==> src/rtl/restoring_div.sv <==
// Sequential unsigned restoring divider: one quotient bit per clock, results
// held in output flops, level enable / done handshake shared with the multiplier.
module restoring_div #(
    parameter int unsigned DATA_WIDTH = 8
) (
    input  logic                  clk_i_div,
    input  logic                  rstn_i_div,
    input  logic                  en_i_div,
    input  logic [DATA_WIDTH-1:0] A,
    input  logic [DATA_WIDTH-1:0] B,
    output logic [DATA_WIDTH-1:0] quotient_o,
    output logic [DATA_WIDTH-1:0] remainder_o,
    output logic                  div_done_o,
    output logic                  div_by_zero_o
);

    localparam int unsigned W  = DATA_WIDTH;
    localparam int unsigned CW = $clog2(DATA_WIDTH + 1);

    typedef enum logic [1:0] {
        IDLE = 2'd0,
        CALC = 2'd1,
        DONE = 2'd2
    } state_e;

    state_e          state_q, state_d;
    logic [W-1:0]    rem_q, rem_d;
    logic [W-1:0]    quo_q, quo_d;
    logic [W-1:0]    div_q, div_d;
    logic [CW-1:0]   cnt_q, cnt_d;
    logic [W-1:0]    quotient_q, quotient_d;
    logic [W-1:0]    remainder_q, remainder_d;
    logic            done_q, done_d;
    logic            dbz_q, dbz_d;

    // One restoring step: the partial remainder always stays below the divisor,
    // so W bits hold it and only the shifted trial needs the extra bit.
    logic [W:0]      rem_sh;
    logic [W:0]      trial;
    logic [W-1:0]    rem_nx;
    logic [W-1:0]    quo_nx;

    always_comb begin
        rem_sh = {rem_q, quo_q[W-1]};
        trial  = rem_sh - {1'b0, div_q};
        rem_nx = trial[W] ? rem_sh[W-1:0] : trial[W-1:0];
        quo_nx = {quo_q[W-2:0], ~trial[W]};
    end

    // Next-state and next-output logic
    always_comb begin
        state_d     = state_q;
        rem_d       = rem_q;
        quo_d       = quo_q;
        div_d       = div_q;
        cnt_d       = cnt_q;
        quotient_d  = quotient_q;
        remainder_d = remainder_q;
        done_d      = done_q;
        dbz_d       = dbz_q;

        case (state_q)
            IDLE: begin
                if (en_i_div) begin
                    div_d = B;
                    if (B != '0) begin
                        rem_d   = '0;
                        quo_d   = A;
                        cnt_d   = CW'(W);
                        state_d = CALC;
                    end else begin
                        quotient_d  = '1;
                        remainder_d = A;
                        dbz_d       = 1'b1;
                        done_d      = 1'b1;
                        state_d     = DONE;
                    end
                end
            end
            CALC: begin
                rem_d = rem_nx;
                quo_d = quo_nx;
                cnt_d = cnt_q - CW'(1);
                if (cnt_q == CW'(1)) begin
                    quotient_d  = quo_nx;
                    remainder_d = rem_nx;
                    done_d      = 1'b1;
                    dbz_d       = 1'b0;
                    state_d     = DONE;
                end
            end
            DONE: begin
                if (!en_i_div) begin
                    done_d  = 1'b0;
                    dbz_d   = 1'b0;
                    state_d = IDLE;
                end
            end
            default: begin
                state_d = IDLE;
            end
        endcase
    end

    always_ff @(posedge clk_i_div or negedge rstn_i_div) begin
        if (!rstn_i_div) begin
            state_q     <= IDLE;
            rem_q       <= '0;
            quo_q       <= '0;
            div_q       <= '0;
            cnt_q       <= '0;
            quotient_q  <= '0;
            remainder_q <= '0;
            done_q      <= 1'b0;
            dbz_q       <= 1'b0;
        end else begin
            state_q     <= state_d;
            rem_q       <= rem_d;
            quo_q       <= quo_d;
            div_q       <= div_d;
            cnt_q       <= cnt_d;
            quotient_q  <= quotient_d;
            remainder_q <= remainder_d;
            done_q      <= done_d;
            dbz_q       <= dbz_d;
        end
    end

    assign quotient_o    = quotient_q;
    assign remainder_o   = remainder_q;
    assign div_done_o    = done_q;
    assign div_by_zero_o = dbz_q;

endmodule

==> config.mk <==
export PLATFORM = sky130hd
export DESIGN_NAME = restoring_div
export DESIGN_NICKNAME = d
export VERILOG_FILES = /design/src/rtl/restoring_div.sv
export SDC_FILE = /design/constraint.sdc
export NUM_CORES = 1
export LEC_CHECK = 0
export ABC_CLOCK_PERIOD_IN_PS = 4300
export CAP_MARGIN = 20
export CORE_UTILIZATION = 35
export DETAILED_ROUTE_END_ITERATION = 10
export PLACE_DENSITY_LB_ADDON = 0.3
export SLEW_MARGIN = 15
export SYNTH_ARGS = -nofsm -noshare
export SYNTH_HDL_FRONTEND = slang
export SYNTH_SLANG_ARGS = --single-unit
==> constraint.sdc <==
create_clock -name clk_i_div -period 4.3 [get_ports clk_i_div]
set_clock_uncertainty 0.2 [all_clocks]
set_input_delay 0.645 -clock clk_i_div [delete_from_list [all_inputs] [get_ports clk_i_div]]
set_output_delay 0.645 -clock clk_i_div [all_outputs]
set_load 0.03 [all_outputs]
==> flow_metrics.tcl <==
set metrics [dict create \
    power_density_nw_per_um2 855.5 \
    clkTransAtPathRegs_ns 0.09 \
    drc_errors 0 \
    hp-class "in -> async" \
    cts_sinks 48 \
    drt-vias-per-instance 5.210 \
    slew_headroom_pct 48.05 \
    rsz0062_at_grt "false" \
    drive_gt1_share_pct 10.78 \
    dieArea_um2 8099 \
    rows 31 \
    finalSetupViolCount 0 \
    switching_share_pct 45.22 \
    grt_use_met2_pct 25.64 \
    fin_total_pwr_w 0.002799 \
    syn_avg_cell_area_um2 10.07 \
    pwr-share-clk_pct 11.8 \
    crit_required_ns 4.36 \
    cts-root-buf "clkbuf_8" \
    holdBufCountCts 0 \
    worst_r2r_endpoint "remainder_o[2]" \
    end_kind "register" \
    cap_violations 0 \
    track_usage_pct 16.03 \
    tns_ns 0 \
    antenna_found_initial 0 \
    fin_crit_sh_pct 66.54 \
    synth-edff-count 0 \
    area_delta_synth_final_pct 20.73 \
    power_frac_seq_pct 29.3 \
    cts_tree "built" \
    wirelength_um 6068 \
    ys_top_cells_by_count "dfrtp_1 (48), o21ai_0 (31), nand2_1 (26)" \
    dp_hpwl_um 4344 \
    synth.most_common_cell "dfrtp_1" \
    ys_types 48 \
    worst_pin_slew_ns 0.7793 \
    stdcell_count 405 \
    syn-num-nets 302 \
    place_ws_ns 1.084 \
    core_area_um2 7370 \
    synth-seq-area-share_pct 44.32 \
    yosys.area.top_type "dfrtp_1" \
    cts-resized-gates 0 \
    vias 2110 \
    gr-usage-met3_pct 2.792 \
    cts_buffers 5 \
    critical_path.startpoint_type "input pin" \
    layout.nets 338 \
    p_int_w 0.001533 \
    cts_max_path_buffers 2 \
    worstSkewPairLatency_ns 0.31 \
    finalCriticalPeriod_ns 2.861 \
    postRouteAntennaNets 0 \
    die_w_um 90.00 \
    initial_utilization_pct 36.77 \
    ios 37 \
    synth_ff_type "dfrtp_1" \
    arrival_ns 2.92 \
    setup_slack_ns 1.439 \
    netlist_area_um2 2710 \
    fmax_mhz 349.5 \
    reg2reg_slack_ns 1.45 \
    reg2reg_from "quo_q[7]" \
    grt_max_degree 49 \
    synthTopCellsByArea "dfrtp_1 (44%), ha_1 (6.0%), mux2i_1 (5.9%)" \
    gp_congestion 0.7188 \
    ir_worst_vdd_mv 0.3247 \
    crit_fanout 16 \
    dieHeight_um 90.00 \
    h-tree-depth 2 \
    post_cts_buffers 0 \
    synth_top_area_share_pct 44.32 \
    slew_violations 0 \
    yosysWarnings 0 \
    grt_most_used_layer "met2" \
    ff2ff_path_depth 10 \
    grt-ovfl-total 0 \
    fin_util_pct 44.40 \
    p_comb_share_pct 58.9 \
    routedWlPerCell_um 14.98 \
    diodes 0 \
    leakagePower_nw 1.435 \
    port_buffers 36 \
    worstSetupPathType "in -> reg" \
    post-place-cells 397 \
    async_flop_share_pct 100.0 \
    ys_ff_latch 48 \
    grt_pass1_vias 2102 \
    power_switching_w 0.001266 \
    status "finished, final reports clean" \
    hold_violations 0 \
    drtIter0Drc 121 \
    gr-usage-met1_pct 22.38 \
    syn_inst 269 \
    drt-pass1-iter-count 4 \
    grt_pass1_wl_um 10430 \
]
sequential cells by signal (all words and copies together) (netlist names):
signal,cells
cnt_q,4
div_by_zero_o,1
div_done_o,1
div_q,8
quo_q,8
quotient_o,8
rem_q,8
remainder_o,8
state_q,2
cells by family after synthesis:
logic type,after synthesis,share of synthesized area [%]
compound gates,85,21.28
simple gates,65,11.77
flops,48,44.32
buf+inv,26,4.109
mux,26,10.16
fa+ha+maj,14,6.741
xor+xnor,5,1.616
cells in the final DEF, fill, tap and decap left out, types with 4 or more instances in the layout:
cell type	n
dfrtp_1	48
clkdlybuf4s50_1	35
o21ai_0	31
nand2_1	26
inv_1	16
nor2_1	16
mux2i_1	16
ha_1	13
a21oi_1	9
mux2_2	9
o22a_1	7
a22oi_1	5
clkbuf_8	5
a21oi_2	4
o21ai_1	4
nand3_1	4
a31oi_1	4
a22o_1	4
critical path, cell delays in order:
cell,delay [ns]
clkdlybuf4s50_1,0.42
nor4_1,0.57
nand3_1,0.27
a21oi_2,0.67
or2_2,0.22
a221o_1,0.12
power by group through the flow:
stage          registers [W]  clock network [W]  logic [W]
2_1_floorplan       0.000944                  0    0.00110
3_3_place_gp        0.000824                  0    0.00163
3_5_place_dp        0.000829                  0    0.00165
4_1_cts             0.000821           0.000338    0.00166
5_1_grt             0.000850           0.000356    0.00183
6_report            0.000819           0.000331    0.00165
metrics by stage:
stage / instance area, µm² / hold WS [ns]
floorplan: 2710 / 0.1494
global placement: 3161 / 0.2785
detailed placement: 3161 / 0.2763
CTS: 3272 / 0.2559
global route: 3272 / 0.2804
finish: 3272 / 0.2179
routing by layer:
metal	part of all wire, %	vias up
met5	0	-
met4	1.3	0
met3	4.3	7
met2	47	44
met1	48	1013
li1	-	1046
final cells by class:
class	count	area, µm²
Inverter	16	60.06
Multi-Input combinational cell	195	1398
Sequential cell	48	1201
Timing Repair Buffer	39	377.9
Clock buffer	5	68.82
Fill cell	717	4098
Clock inverter	3	42.54
Tap cell	99	123.9
worst max-delay path by stage:
stage	slack [ns]	cells past startpoint	end	start
floorplan	1.74	10	remainder_o[2]	quo_q[7]
global placement	1.07	7	quo_q[0]	B[1]
detailed placement	1.08	7	quo_q[2]	B[1]
CTS	1.42	7	quo_q[2]	B[1]
global route	1.26	6	remainder_o[1]	B[0]
finish	1.44	6	remainder_o[2]	B[1]
No activity file was read; power rests on OpenSTA's default activity.
